**src/rtl/mem_ctrl_pkg.sv**
```systemverilog
`default_nettype none
// ============================================================================
// Module   : mem_ctrl_pkg
// Brief    : Shared widths, state encoding and port ids for the memory arbiter.
// Revision : 1.0 - initial release
// ============================================================================
package mem_ctrl_pkg;

    localparam int c_DATA_W = 64;
    localparam int c_ADDR_W = 10;

    localparam logic c_PORT0 = 1'b0;
    localparam logic c_PORT1 = 1'b1;

    // Encoding 2'd3 is unused and recovers to ST_IDLE.
    typedef enum logic [1:0] {
        ST_IDLE   = 2'd0,
        ST_ACCESS = 2'd1,
        ST_DONE   = 2'd2
    } state_t;

endpackage : mem_ctrl_pkg
`default_nettype wire

```
**src/rtl/rr_arbiter2.sv**
```systemverilog
`default_nettype none
// ============================================================================
// Module   : rr_arbiter2
// Brief    : Two-way round-robin pick; on a tie the port that did not win last
//            time is chosen.
// Revision : 1.0 - initial release
// ============================================================================
module rr_arbiter2
    import mem_ctrl_pkg::*;
(
    input  logic [1:0] req,
    input  logic       last_grant,
    output logic       grant_valid,
    output logic       grant_id
);

    always_comb begin
        grant_valid = |req;
        grant_id    = c_PORT0;
        if (req == 2'b11) begin
            grant_id = ~last_grant;
        end else if (req[1]) begin
            grant_id = c_PORT1;
        end
    end

endmodule : rr_arbiter2
`default_nettype wire

```
**src/rtl/mem_arbiter.sv**
```systemverilog
`default_nettype none
// ============================================================================
// Module   : mem_arbiter
// Brief    : Two-requester sequencer for a single memory: round-robin grant,
//            one-cycle memory access, registered read data and ack pulse.
// Revision : 1.0 - initial release
// ============================================================================
module mem_arbiter
    import mem_ctrl_pkg::*;
#(
    parameter int DATA_W = c_DATA_W,
    parameter int ADDR_W = c_ADDR_W
) (
    input  logic              clk,
    input  logic              rst_n,
    input  logic              req0,
    input  logic              req1,
    input  logic              we0,
    input  logic              we1,
    input  logic [ADDR_W-1:0] addr0,
    input  logic [ADDR_W-1:0] addr1,
    input  logic [DATA_W-1:0] wdata0,
    input  logic [DATA_W-1:0] wdata1,
    output logic              ack0,
    output logic              ack1,
    output logic [DATA_W-1:0] rdata,
    output logic              busy,
    output logic [DATA_W-1:0] mem_data_in,
    output logic [ADDR_W-1:0] mem_read_adr,
    output logic [ADDR_W-1:0] mem_write_adr,
    output logic              mem_rd,
    output logic              mem_wr,
    input  logic [DATA_W-1:0] mem_data_out
);

    state_t              r_state,       w_state_nxt;
    logic                r_we,          w_we_nxt;
    logic                r_winner,      w_winner_nxt;
    logic                r_last_grant,  w_last_grant_nxt;
    logic [ADDR_W-1:0]   r_adr,         w_adr_nxt;
    logic [DATA_W-1:0]   r_data_in,     w_data_in_nxt;
    logic [DATA_W-1:0]   r_rdata,       w_rdata_nxt;
    logic                r_mem_rd,      w_mem_rd_nxt;
    logic                r_mem_wr,      w_mem_wr_nxt;
    logic                r_ack0,        w_ack0_nxt;
    logic                r_ack1,        w_ack1_nxt;
    logic                r_busy,        w_busy_nxt;

    logic                w_grant_valid;
    logic                w_grant_id;
    logic                w_sel_we;
    logic [ADDR_W-1:0]   w_sel_adr;
    logic [DATA_W-1:0]   w_sel_wdata;

    rr_arbiter2 u_rr_arbiter2 (
        .req         ({req1, req0}),
        .last_grant  (r_last_grant),
        .grant_valid (w_grant_valid),
        .grant_id    (w_grant_id)
    );

    assign w_sel_we    = (w_grant_id == c_PORT1) ? we1    : we0;
    assign w_sel_adr   = (w_grant_id == c_PORT1) ? addr1  : addr0;
    assign w_sel_wdata = (w_grant_id == c_PORT1) ? wdata1 : wdata0;

    always_comb begin
        w_state_nxt      = r_state;
        w_we_nxt         = r_we;
        w_winner_nxt     = r_winner;
        w_last_grant_nxt = r_last_grant;
        w_adr_nxt        = r_adr;
        w_data_in_nxt    = r_data_in;
        w_rdata_nxt      = r_rdata;
        w_mem_rd_nxt     = 1'b0;
        w_mem_wr_nxt     = 1'b0;
        w_ack0_nxt       = 1'b0;
        w_ack1_nxt       = 1'b0;
        w_busy_nxt       = 1'b0;

        case (r_state)
            ST_IDLE: begin
                if (w_grant_valid) begin
                    w_winner_nxt     = w_grant_id;
                    w_last_grant_nxt = w_grant_id;
                    w_we_nxt         = w_sel_we;
                    w_adr_nxt        = w_sel_adr;
                    // Write data is only captured on writes so the memory input stays stable otherwise.
                    if (w_sel_we) begin
                        w_data_in_nxt = w_sel_wdata;
                    end
                    w_mem_rd_nxt     = ~w_sel_we;
                    w_mem_wr_nxt     = w_sel_we;
                    w_busy_nxt       = 1'b1;
                    w_state_nxt      = ST_ACCESS;
                end
            end
            ST_ACCESS: begin
                if (!r_we) begin
                    w_rdata_nxt = mem_data_out;
                end
                w_ack0_nxt  = (r_winner == c_PORT0);
                w_ack1_nxt  = (r_winner == c_PORT1);
                w_busy_nxt  = 1'b1;
                w_state_nxt = ST_DONE;
            end
            ST_DONE: begin
                w_state_nxt = ST_IDLE;
            end
            default: begin
                w_state_nxt = ST_IDLE;
            end
        endcase
    end

    always_ff @(posedge clk) begin
        if (!rst_n) begin
            r_state      <= ST_IDLE;
            r_we         <= 1'b0;
            r_winner     <= c_PORT0;
            r_last_grant <= c_PORT1;
            r_adr        <= '0;
            r_data_in    <= '0;
            r_rdata      <= '0;
            r_mem_rd     <= 1'b0;
            r_mem_wr     <= 1'b0;
            r_ack0       <= 1'b0;
            r_ack1       <= 1'b0;
            r_busy       <= 1'b0;
        end else begin
            r_state      <= w_state_nxt;
            r_we         <= w_we_nxt;
            r_winner     <= w_winner_nxt;
            r_last_grant <= w_last_grant_nxt;
            r_adr        <= w_adr_nxt;
            r_data_in    <= w_data_in_nxt;
            r_rdata      <= w_rdata_nxt;
            r_mem_rd     <= w_mem_rd_nxt;
            r_mem_wr     <= w_mem_wr_nxt;
            r_ack0       <= w_ack0_nxt;
            r_ack1       <= w_ack1_nxt;
            r_busy       <= w_busy_nxt;
        end
    end

    assign ack0          = r_ack0;
    assign ack1          = r_ack1;
    assign rdata         = r_rdata;
    assign busy          = r_busy;
    assign mem_data_in   = r_data_in;
    assign mem_read_adr  = r_adr;
    assign mem_write_adr = r_adr;
    assign mem_rd        = r_mem_rd;
    assign mem_wr        = r_mem_wr;

endmodule : mem_arbiter
`default_nettype wire
```
**config.mk**
```make
export PLATFORM = sky130hd
export DESIGN_NAME = mem_arbiter
export DESIGN_NICKNAME = d
export VERILOG_FILES = /design/src/rtl/mem_ctrl_pkg.sv /design/src/rtl/rr_arbiter2.sv /design/src/rtl/mem_arbiter.sv
export SDC_FILE = /design/constraint.sdc
export NUM_CORES = 1
export LEC_CHECK = 0
export ABC_CLOCK_PERIOD_IN_PS = 3100
export BUFFER_PORTS_ARGS = -buffer_cell sky130_fd_sc_hd__buf_2
export CAP_MARGIN = 20
export CORE_AREA = 2 2 143 145
export CTS_BUF_LIST = sky130_fd_sc_hd__clkbuf_4
export DETAILED_ROUTE_END_ITERATION = 10
export DIE_AREA = 0 0 145 147
export PLACE_DENSITY = 0.68
export SYNTH_ARGS = -nofsm -noshare
export SYNTH_HDL_FRONTEND = slang
export SYNTH_HIERARCHICAL = 1
export SYNTH_SLANG_ARGS = --single-unit
```
**constraint.sdc**
```tcl
create_clock -name clk -period 3.1 [get_ports clk]
set_input_delay 0 -clock clk [delete_from_list [all_inputs] [get_ports clk]]
set_output_delay 0 -clock clk [all_outputs]
set_load 0.05 [all_outputs]
```
Word-level counts from Yosys, hierarchy flattened:

Index checks and enable logic that the tools add are counted.

* bits in registers: 148
* input bits: 218
* output and inout port bits: 153
* word-level logic and storage cells: 35

* equal/unequal tests: 3
* muxes and demuxes: 9
* bitwise gates (word level): 4
* reductions and logical operators: 7

Operator list (count)
* $mux 64: 1
* $mux 10: 1
* $reduce_and 2->1: 3
* $reduce_and 3->1: 2
* $mux 1: 4
* $not 1->1: 4
* $pmux 2 s2: 1
* $eq 2x1->1 const B: 1
* $eq 2x2->1 const B: 1
* $logic_not 2->1: 1
* $mux 2: 1
* $ne 2x1->1 const B: 1
* $pmux 1 s2: 1
* $reduce_or 2->1: 1

Longest topological paths before layout:

Gate-level depths: netlist (run 1).

* depth in word-level cells: 4
* gate-level depth with buffers: 7
* depth with buffers taken out: 4

By module:

Netlist (run 1), hierarchy kept.

Modules (own cells, without submodules)
* mem_arbiter: instances 1, cells each 656, area an instance 6296.0 µm², sequential area each 2962.8 µm²
* rr_arbiter2: instances 1, cells each 2, area an instance 13.8 µm², sequential area each 0.0 µm²

Worst setup path after synthesis (run 1):

Ideal clock, no wire load.

* path type: register -> register
* start: register r_last_grant
* end: register r_data_in[0] (netlist: mem_data_in[0])
* setup time: 0.116 ns
* arrival: 1.452 ns
* data required time: 2.984 ns
* slack: 1.531 ns
* stages on the path, launching flop included: 8
* buffers on the path: 3
* period minus slack after synthesis: 1.569 ns
* path through: dfxtp_1 a21boi_1 buf_2 mux2_4 and2_4 buf_6 buf_6 o211a_1

* word-level cells in the longest chain between the ends: 4
* elaborated cells between the ends (all ways): 5
* those cells by class: mux: 3; bitwise: 1; reduce/logical: 1

RTL lines
* from (decl): RTL line mem_arbiter.sv:39 `logic r_last_grant, w_last_grant_nxt;`
* from (signal assigned): RTL line mem_arbiter.sv:120 `r_last_grant <= c_PORT1;`
* from (signal assigned): RTL line mem_arbiter.sv:133 `r_last_grant <= w_last_grant_nxt;`
* $not 1->1 *: RTL line rr_arbiter2.sv:21 `grant_id = ~last_grant;`
* $mux 1 *: RTL line rr_arbiter2.sv:20 `if (req == 2'b11) begin`
* named net w_grant_id: RTL line mem_arbiter.sv:50 `logic w_grant_id;`
* $mux 1: RTL line mem_arbiter.sv:62 `assign w_sel_we = (w_grant_id == c_PORT1) ? we1 : we0;`
* $reduce_and 3->1 (no line)
* to (signal assigned): RTL line mem_arbiter.sv:135 `r_data_in <= w_data_in_nxt;`
* to (decl): RTL line mem_arbiter.sv:41 `logic [DATA_W-1:0] r_data_in, w_data_in_nxt;`

Mark *: on every way through the listed nets, which the timed path passes. The rest lies on a longest branch.
A chain may end at the register's enable or synchronous reset.

Worst setup path in the final report (run 1):

* start: register r_last_grant
* end: register r_data_in[41] (netlist: mem_data_in[41])

Same word-level chain as after synthesis.

==> results of run 1 <==
==> how the worst min path moves through the flow <==
stage                      from        end  slack (ns)  cells past startpoint
2_1_floorplan  mem_data_out[10]  rdata[10]        0.13                      2
3_3_place_gp   mem_data_out[54]  rdata[54]        0.24                      3
3_5_place_dp   mem_data_out[35]  rdata[35]        0.24                      3
4_1_cts                    req0   r_winner        0.02                      5
5_1_grt                    req0   r_winner        0.06                      5
6_report                   req0   r_winner        0.10                      5
==> cell usage after synthesis, drive strengths merged <==
cell / number / area share
nand3b: 1 / 0.0012
a21boi: 66 / 0.079
mux2i: 74 / 0.12
buf: 48 / 0.048
inv: 2 / 0.0012
and3: 1 / 0.00099
or3b: 2 / 0.0028
mux2: 1 / 0.0024
o211a: 74 / 0.12
and2: 3 / 0.0034
o21a: 1 / 0.0012
nand3: 65 / 0.052
dfxtp: 148 / 0.47
nor3b: 2 / 0.0032
clkbuf: 24 / 0.014
nand2: 143 / 0.085
nor2: 2 / 0.0012
or2: 1 / 0.00099
==> worst max-delay path: stages, from the launching register on <==
cell,delay [ns]
dfxtp_1,0.36
a21boi_4,0.22
buf_4,0.34
mux2i_1,0.21
dlygate4sd3_1,0.58
nand3_1,0.10
o211a_1,0.19
dlygate4sd3_1,0.55
==> flip-flops by register name, summed over array words and instances, names as in the netlist <==
signal	cells
mem_wr	1
r_we	1
mem_rd	1
ack0	1
mem_read_adr	10
r_last_grant	1
r_winner	1
r_state	2
rdata	64
busy	1
ack1	1
mem_data_in	64
==> cells in the final DEF (no fill, tap or decap), drive strengths merged, types with 3 or more instances in the layout <==
master       Yosys  routed
buf             48     377
dlygate4sd3      0     214
dfxtp          148     148
nand2          143     143
mux2i           74      74
o211a           74      74
a21boi          66      66
nand3           65      65
clkbuf          24      17
inv              2      11
clkinvlp         0       3
clkinv           0       3
and2             3       3
==> timing repair <==
action                                  4_1_cts  5_1_grt
hold buffers                                214        0
endpoints found under the hold margin       139        0
endpoints found under the setup margin        0        0
==> layout make-up <==
class / count / area (um2)
Fill cell: 1721 / 9200
Timing Repair Buffer: 591 / 4070
Multi-Input combinational cell: 436 / 2970
Sequential cell: 148 / 2960
Tap cell: 270 / 338
Clock inverter: 15 / 163
Clock buffer: 17 / 128
Inverter: 2 / 7.51
Antenna cell: 2 / 5.00
==> stage by stage <==
step | util | instance area (um2) | cells | hold WS (ns)
5_1_grt | 0.537 | 10600 | 1481 | 0.0607
6_report | 0.537 | 10600 | 1481 | 0.102
2_1_floorplan | - | 6310 | 658 | 0.135
4_1_cts | 0.536 | 10600 | 1479 | 0.0204
3_5_place_dp | 0.414 | 8210 | 1233 | 0.244
3_3_place_gp | 0.414 | 8210 | 1233 | 0.241
==> report_power, final <==
part | leakage, uW | internal, uW | total (uW) | switching [uW]
sequential | 0.00122 | 2070 | 2160 | 92.2
combinational | 0.00430 | 660 | 1780 | 1120
clock | 0.000148 | 374 | 1240 | 862
total | 0.00566 | 3100 | 5170 | 2070
==> cell families after synthesis <==
kind of cell,share of synthesized area
buffers and inverters,0.0633
flip-flops,0.470
multiplexers,0.120
AND/OR/NAND/NOR,0.150
AO/OA/AOI/OAI,0.197
==> routing by layer <==
metal,global-route usage,wire (um),share of wire,up-vias
met1,0.243,9550,0.41,3265
met5,0,0,0,-
met4,0.0752,558,0.024,0
met2,0.374,11400,0.49,329
li1,-,-,-,3378
met3,0.0618,1590,0.069,36
==> flow_summary.ini, run 1 <==
[status]
status = completed

[power_and_ir_drop]
p_leak_uw = 0.00566
vdd_ir_drop_max_v = 0.000246
power_density_nw_per_um2 = 486
total_power_uw = 5170

[floorplan]
fp.dieH_um = 147
die_w_um = 145
row_count = 52
dieArea_um2 = 21300
design.core.area_um2 = 19800
io_pins = 371
start_util = 0.318

[global_routing]
first_global_vias = 7158
grt_overflow = 0
grt_first_pass_wirelength_um = 36400
antenna_found_initial = 2
grt_use_total = 0.211
grt_max_degree = 88

[synth]
synth_area_per_cell_um2 = 9.59
synth_cell_types = 24
ys_ff_latch = 148
synth_area_um2 = 6310
syn_inst = 658
ys_seq_area_frac = 0.470
syn_nets = 876
ys.warnings.count = 6

[sta]
rsz0062_at_grt = false
drv_slew = 0
tightest_slew_ns = 0.920
fin_tns_setup_ns = 0
relSlewSlack = 0.387
setup_ws_ns = 0.460
setup_viol = 0
worst_clock_skew_ns = 0.0171
min_period_over_period = 0.852
finalHoldViolations = 0
layout_min_cycle_time_ns = 2.64
max_freq_mhz = 379

[placed_design]
gp_congestion = 0.771
dpl.hpwl_um = 13500
io_buffers = 370
place_ws_ns = 1.23

[critical_path]
startpoint_type = flip-flop
cp_max_fo = 16
rrSetupSlack_ns = 0.46
rr_endpoint = mem_data_in[41]
ff2ff_path_depth = 7
reg2reg_from = r_last_grant
cp-end-kind = flip-flop
critPathKind = flip-flop to flip-flop
required_ns = 3.54
critical_path_arrival_ns = 3.08
crit_start = r_last_grant
crit_path_end = mem_data_in[41]

[clocking]
cts.sinks = 148
post_cts_buffers = 0
clock_path_buffers = 2
clock_insertion_delay_worst_skew_ns = 0.53
ctsRootBufferMaster = clkbuf_4
cts_tree = done
cts_resized = 0
clk_pin_slew_worst_paths_ns = 0.16
htreeDepth = 4
cts-buffers-inserted = 17

[drt]
first_pass_iters = 4
drc = 0
post_drt_via_cell_ratio = 4.73
drt-total-wl_um = 23100
drt-initial-drc-count = 254
routedWlPerCell_um = 15.6
final_antenna_net_count = 0
vias = 7008

[final_layout]
fin_nets = 1414
drive_gt1_frac = 0.344
areaGrowthSynthToFinish_pct = 68.7

[worst_hold_path]
hold_class = input pin to flip-flop

[job]
maxCapViolCount = 0
(Power assumes the default switching activity.)
==> inputs of run 2 (changes only) <==
ABC_AREA = 1   (was not set)
CORE_AREA = 2 2 144 146   (was 2 2 143 145)
DIE_AREA = 0 0 146 148   (was 0 0 145 147)
PLACE_DENSITY = 0.7   (was 0.68)
==> run 2 against run 1 <==
Hold slack barely moved. Sequential power about the same. Combinational power increased by 9%. First-iteration DRC count increased by 42%. Sequential share of layout area shrank 1.5 points. Via count increased by 21%. Critical path type unchanged. Highest routed layer unchanged.
==> flow_summary.ini, run 2 <==
[status]
status = completed

[power_and_ir_drop]
swShare = 0.369
total_power_uw = 5630
pwr-share-clk = 0.270
power_density_nw_per_um2 = 500
p_switching_uw = 2080
power_frac_comb = 0.345
internal-power_uw = 3550
p_leak_uw = 0.00621
pwr-share-seq = 0.385
vdd_ir_drop_max_v = 0.000351

[synth]
synth_area_per_cell_um2 = 6.32
yosys.cell_count.top_type = nand2_1
syn_inst = 1093
synthFlopType = dfxtp_1
synth-edff-count = 0
synth_cell_types = 19
syn_nets = 1311
synthArstFlopShare = 0
ys.warnings.count = 6
yosysTopAreaCellShare = 0.429
ys_ff_latch = 148
ys_top_cells_by_area = dfxtp_1, nand2_1, nor2_1, inv_1, a21oi_1
synth_area_um2 = 6900
ys_seq_area_frac = 0.429
synth_common_cells = nand2_1, nor2_1, dfxtp_1, inv_1, a21oi_1
synth_top_area_cell = dfxtp_1

[drt]
drt-total-wl_um = 26000
routedWlPerCell_um = 13.6
first_pass_iters = 6
final_antenna_net_count = 0
vias = 8496
drc = 0
post_drt_via_cell_ratio = 4.44
drt-initial-drc-count = 361

[clocking]
cts_tree = done
cts.sinks = 148
cts-buffers-inserted = 17
ctsRootBufferMaster = clkbuf_4
cts_resized = 0
clk_pin_slew_worst_paths_ns = 0.14
htreeDepth = 4
clock_path_buffers = 2
clock_insertion_delay_worst_skew_ns = 0.52

[sta]
tightest_slew_ns = 0.991
setup_viol = 0
worst_clock_skew_ns = 0.0204
relSlewSlack = 0.340
fin_tns_setup_ns = 0
rsz0062_at_grt = false
drv_slew = 0
layout_min_cycle_time_ns = 2.54
finalHoldViolations = 0
min_period_over_period = 0.820
max_freq_mhz = 393

[floorplan]
die_w_um = 146
row_count = 52
fp.dieH_um = 148
start_util = 0.344
io_pins = 371
design.core.area_um2 = 20000
dieArea_um2 = 21600

[global_routing]
grt_use_total = 0.234
grt_max_degree = 104
grt_first_pass_wirelength_um = 41100
grt_overflow = 0
first_global_vias = 8405
antenna_found_initial = 3

[placed_design]
dp.cells = 1667
dpl_cell_area_um2 = 8750
io_buffers = 370
dpl.hpwl_um = 15800
gp_congestion = 0.816

[final_layout]
final_util = 0.562
areaGrowthSynthToFinish_pct = 63.2
seqCellArea_um2 = 2960
layout_common_cells = buf_2, nand2_1, nor2_1, dlygate4sd3_1, dfxtp_1
final_common_cell = buf_2
fin_area_um2 = 11300
multiInputGateArea_um2 = 2960
finalNonFillerCells = 1915
fin_nets = 1848
drive_gt1_frac = 0.257
n_fill_cell = 1833

[critical_path]
crit_path_frequent_cell = nor2_1
critPathMaxStageDelay_ns = 0.76
critical_path_arrival_ns = 2.95
cp_max_fo = 103
slowest_stage = buf_4
startpoint_type = flip-flop
critical-path-top-delay-family = buffers and inverters
crit_buf_inv = 2
critPathKind = flip-flop to flip-flop
cp-end-kind = flip-flop
required_ns = 3.51
cp_cell_sequence = a21oi_4, buf_4, nor2_1, nor2_1, dlygate4sd3_1, nand3_1, nand2_1, nor2_1

[job]
maxCapViolCount = 0

[worst_hold_path]
hold_class = input pin to flip-flop
run 2: changes by cell type in the layout (fill, tap and decap cells not counted), moves of 5 or more:
cell	before	now
a21boi_1	65	0
inv_1	1	134
inv_8	5	0
mux2i_1	74	0
nor2_1	2	261
o211a_1	74	0
a21oi_1	0	75
bufinv_16	0	6
nand2_1	143	317
run 2: cell families (layout without fill, tap and decap cells):
family | Yosys count | in the layout | synth area share
AOI/OAI and AO/OA | 77 | 77 | 0.0558
buffers and inverters | 217 | 766 | 0.144
DFF | 148 | 148 | 0.429
other | 0 | 3 | 0
and+or+nand+nor | 651 | 651 | 0.371
run 2: worst paths after layout:
| check | startpoint | end | slack, ns | depth (start not counted) |
|---|---|---|---|---|
| worst max-delay path | r_last_grant | mem_data_in[39] | 0.56 | 8 |
| worst min-delay path | we1 | mem_data_in[50] | 0.10 | 7 |
| worst max register to register | r_last_grant | mem_data_in[39] | 0.56 | 8 |
| worst min register to register | rdata[15] | rdata[15] | 0.47 | 2 |
run 2: area by class of cell:
class | count | area share
Tap cell | 270 | 0.0300
Multi-Input combinational cell | 728 | 0.263
Sequential cell | 148 | 0.263
Clock buffer | 18 | 0.0120
Timing Repair Buffer | 596 | 0.365
Clock inverter | 13 | 0.0203
Antenna cell | 3 | 0.000666
Inverter | 139 | 0.0463
run 2: power groups by stage:
stage	Clock (uW)	Combinational, uW	Sequential (uW)
floorplan	0	650	2770
global placement	0	1630	2200
detailed placement	0	1640	2210
CTS	1580	1920	2170
global route	1660	2090	2190
finish	1520	1940	2170
run 2: tightest hold or removal path, stage by stage:
cell	delay [ns]
buf_2	0.10
inv_1	0.04
nand2_1	0.05
nand2_2	0.13
nor2_8	0.12
nor2_1	0.10
nor2_1	0.05
run 2: metal layers:
metal  global-route usage  part of all wire  vias up
met5                    0                 0        -
met4                0.101             0.038        0
met3               0.0577             0.054       77
met2                0.417              0.50      296
met1                0.268              0.41     3814
li1                     -                 -     4309
run 2: timing repair:
item / in CTS / in global routing
hold buffers: 214 / 0
endpoints found under the hold margin: 140 / 0
setup buffers: 0 / 0
run 2: metrics by stage:
stage          worst slack (ns)  hold WS (ns)
4_1_cts                   0.574        0.0519
3_3_place_gp               1.09         0.248
3_5_place_dp               1.06         0.251
6_report                  0.558         0.101
2_1_floorplan              1.82         0.143
5_1_grt                   0.345        0.0834
==> inputs of run 3 (changes only) <==
ABC_AREA = 0   (was 1)
ABC_CLOCK_PERIOD_IN_PS = 2200   (was 3100)
CORE_AREA = 2 2 143 145   (was 2 2 144 146)
DIE_AREA = 0 0 145 147   (was 0 0 146 148)
clock period = 2.2 ns   (was 3.1 ns; I/O delays follow)
==> run 3 against run 2 <==
Synthesized area down 8.6%. The run now fails in 4_1_cts. Synthesized cell count down 40%.
==> flow_summary.ini, run 3 <==
[synth]
syn_nets = 876
synth_simple_gate_area_frac = 0.150
synthArstFlopShare = 0
synth_cell_types = 24
synthFlopType = dfxtp_1
ys_ff_latch = 148
ys_top_cells_by_area = dfxtp_1, mux2i_1, o211a_1, nand2_1, a21boi_1
synth_common_cells = dfxtp_1, nand2_1, mux2i_1, o211a_1, a21boi_1
synth_top_area_cell = dfxtp_1
synth_compound_area_frac = 0.197
synth_mux_area_frac = 0.120
syn_inst = 658
synth_top_family_by_area = compound AO/OA/AOI/OAI gates
synth-edff-count = 0
yosysTopAreaCellShare = 0.470
ys.warnings.count = 6
yosys.cell_count.top_type = dfxtp_1
ys_seq_area_frac = 0.470
synth_area_per_cell_um2 = 9.59
synth_fa_ha_area_frac = 0
synth_xor_xnor_area_share = 0
synth_area_um2 = 6310

[floorplan]
start_util = 0.318
row_count = 52
die_w_um = 145
io_pins = 371
fp.dieH_um = 147

[status]
failing_step = 4_1_cts
firstError = [ERROR RSZ-0060] Max buffer count reached.
status = aborted with a tool error

[placed_design]
dpl.hpwl_um = 13400
io_buffers = 370
gp_congestion = 0.734
dp.cells = 1233

[clocking]
clock_path_buffers = 2
cts_hold_buf = 254
cts-buffers-inserted = 17
ctsRootBufferMaster = clkbuf_4
cts_resized = 0
post_cts_buffers = 0
cts.sinks = 148
htreeDepth = 4
## run 3: cells by family after synthesis
| group | count (synthesis) |
|---|---|
| flops | 148 |
| mux | 75 |
| compound gates | 141 |
| simple gates | 220 |
| buf+inv | 74 |
## run 3: stage by stage
step	util	setup WS [ns]	instance area [um2]
3_5_place_dp	0.415	0.439	8240
3_3_place_gp	0.415	0.468	8240
2_1_floorplan	-	0.631	6310
==> inputs of run 4 (changes only) <==
ABC_CLOCK_PERIOD_IN_PS = 2860   (was 2200)
CORE_AREA = 2 2 144 146   (was 2 2 143 145)
CTS_BUF_LIST = not set   (was sky130_fd_sc_hd__clkbuf_4)
DIE_AREA = 0 0 146 148   (was 0 0 145 147)
PLACE_DENSITY = not set   (was 0.7)
PLACE_DENSITY_LB_ADDON = 0.15   (was not set)
clock period = 2.86 ns   (was 2.2 ns; I/O delays follow)
==> run 4 against run 3 <==
The flow now finishes without violations.
==> flow_summary.ini, run 4 (synthesis gave the netlist of run 1 again) <==
[status]
status = completed

[sta]
setup_viol = 0
layout_min_cycle_time_ns = 2.27
fin_tns_setup_ns = 0
finalHoldViolations = 0
relSlewSlack = 0.399
setup_ws_ns = 0.586
min_period_over_period = 0.795
worst_clock_skew_ns = 0.0118
max_freq_mhz = 440
drv_slew = 0
tightest_slew_ns = 0.901
rsz0062_at_grt = false

[drt]
drt-initial-drc-count = 190
post_drt_via_cell_ratio = 4.57
final_antenna_net_count = 0
routedWlPerCell_um = 14.6
drc = 0
vias = 6729
drt-total-wl_um = 21600
first_pass_iters = 5

[power_and_ir_drop]
total_power_uw = 6380
power_frac_comb = 0.297
internal-power_uw = 4130
vdd_ir_drop_max_v = 0.000364
swShare = 0.352
power_density_nw_per_um2 = 588
p_leak_uw = 0.00575
pwr-share-seq = 0.367
pwr-share-clk = 0.336
p_switching_uw = 2250

[critical_path]
critPathKind = flip-flop to flip-flop
startpoint_type = flip-flop
required_ns = 3.16
cp-end-kind = flip-flop
cp_max_fo = 75
critical_path_arrival_ns = 2.57

[floorplan]
start_util = 0.315
die_w_um = 146
fp.dieH_um = 148
design.core.area_um2 = 20000
row_count = 52
io_pins = 371
dieArea_um2 = 21600

[clocking]
clock_insertion_delay_worst_skew_ns = 0.42
ctsRootBufferMaster = clkbuf_16
cts_resized = 0
clk_pin_slew_worst_paths_ns = 0.07
cts.sinks = 148
clock_path_buffers = 2
cts_tree = done
htreeDepth = 4
cts-buffers-inserted = 17

[final_layout]
multiInputGateArea_um2 = 2970
areaGrowthSynthToFinish_pct = 71.9
layout_common_cells = buf_2, dlygate4sd3_1, dfxtp_1, nand2_1
n_fill_cell = 1831
seqCellArea_um2 = 2960
drive_gt1_frac = 0.346
final_common_cell = buf_2
fin_nets = 1407

[worst_hold_path]
hold_class = input pin to flip-flop

[global_routing]
antenna_found_initial = 2
grt_max_degree = 88
first_global_vias = 6769
grt_use_total = 0.193
grt_first_pass_wirelength_um = 34100
grt_overflow = 0

[placed_design]
io_buffers = 370
place_ws_ns = 0.823
gp_congestion = 0.708
dpl.hpwl_um = 13100

[job]
maxCapViolCount = 0
[run 4: what timing repair did]
action | CTS | global route
hold buffers | 207 | 0
hold endpoints to repair | 136 | 0
setup buffers | 0 | 0
[run 4: power by group through the flow]
stage	clock network, uW	registers (uW)	logic [uW]
floorplan	0	2980	599
global placement	0	2380	1630
detailed placement	0	2380	1630
CTS	2200	2340	1900
global route	2300	2360	2020
finish	2140	2340	1900
[run 4: metrics by stage]
stage	area [um2]	utilization	std cells	hold WS [ns]
floorplan	6310	-	658	0.135
detailed placement	8210	0.410	1233	0.247
global placement	8210	0.410	1233	0.243
global route	10800	0.541	1472	0.0198
CTS	10800	0.541	1472	0.0151
finish	10800	0.541	1473	0.0167
[run 4: worst max-delay path, cell delays in order (launching register included)]
cell and delay [ns]:
dfxtp_1 0.33, a21boi_4 0.21, buf_12 0.39, mux2i_1 0.27, dlygate4sd3_1 0.58, nand3_1 0.09, o211a_1 0.18
[run 4: worst paths after layout]
| kind | start | to | cells past startpoint | slack [ns] |
|---|---|---|---|---|
| min | wdata1[21] | mem_data_in[21] | 4 | 0.02 |
| max reg2reg | r_last_grant | mem_data_in[17] | 6 | 0.59 |
| max | r_last_grant | mem_data_in[17] | 6 | 0.59 |
| min reg2reg | rdata[15] | rdata[15] | 2 | 0.45 |
[run 4: area by class of cell]
type                            instances  area share
Timing Repair Buffer                  584       0.369
Multi-Input combinational cell        436       0.274
Sequential cell                       148       0.273
Clock buffer                           19      0.0417
Tap cell                              270      0.0311
Clock inverter                         13      0.0103
Inverter                                2    0.000692
Antenna cell                            1    0.000231
[run 4: per-layer routing]
| metal | up-vias | share of wire | routed length [um] | track usage |
|---|---|---|---|---|
| met2 | 244 | 0.49 | 10600 | 0.337 |
| met4 | 2 | 0.011 | 229 | 0.0529 |
| met3 | 17 | 0.075 | 1610 | 0.0636 |
| met5 | - | 0.00074 | 16 | 0 |
| li1 | 3352 | - | - | - |
| met1 | 3114 | 0.42 | 9100 | 0.227 |
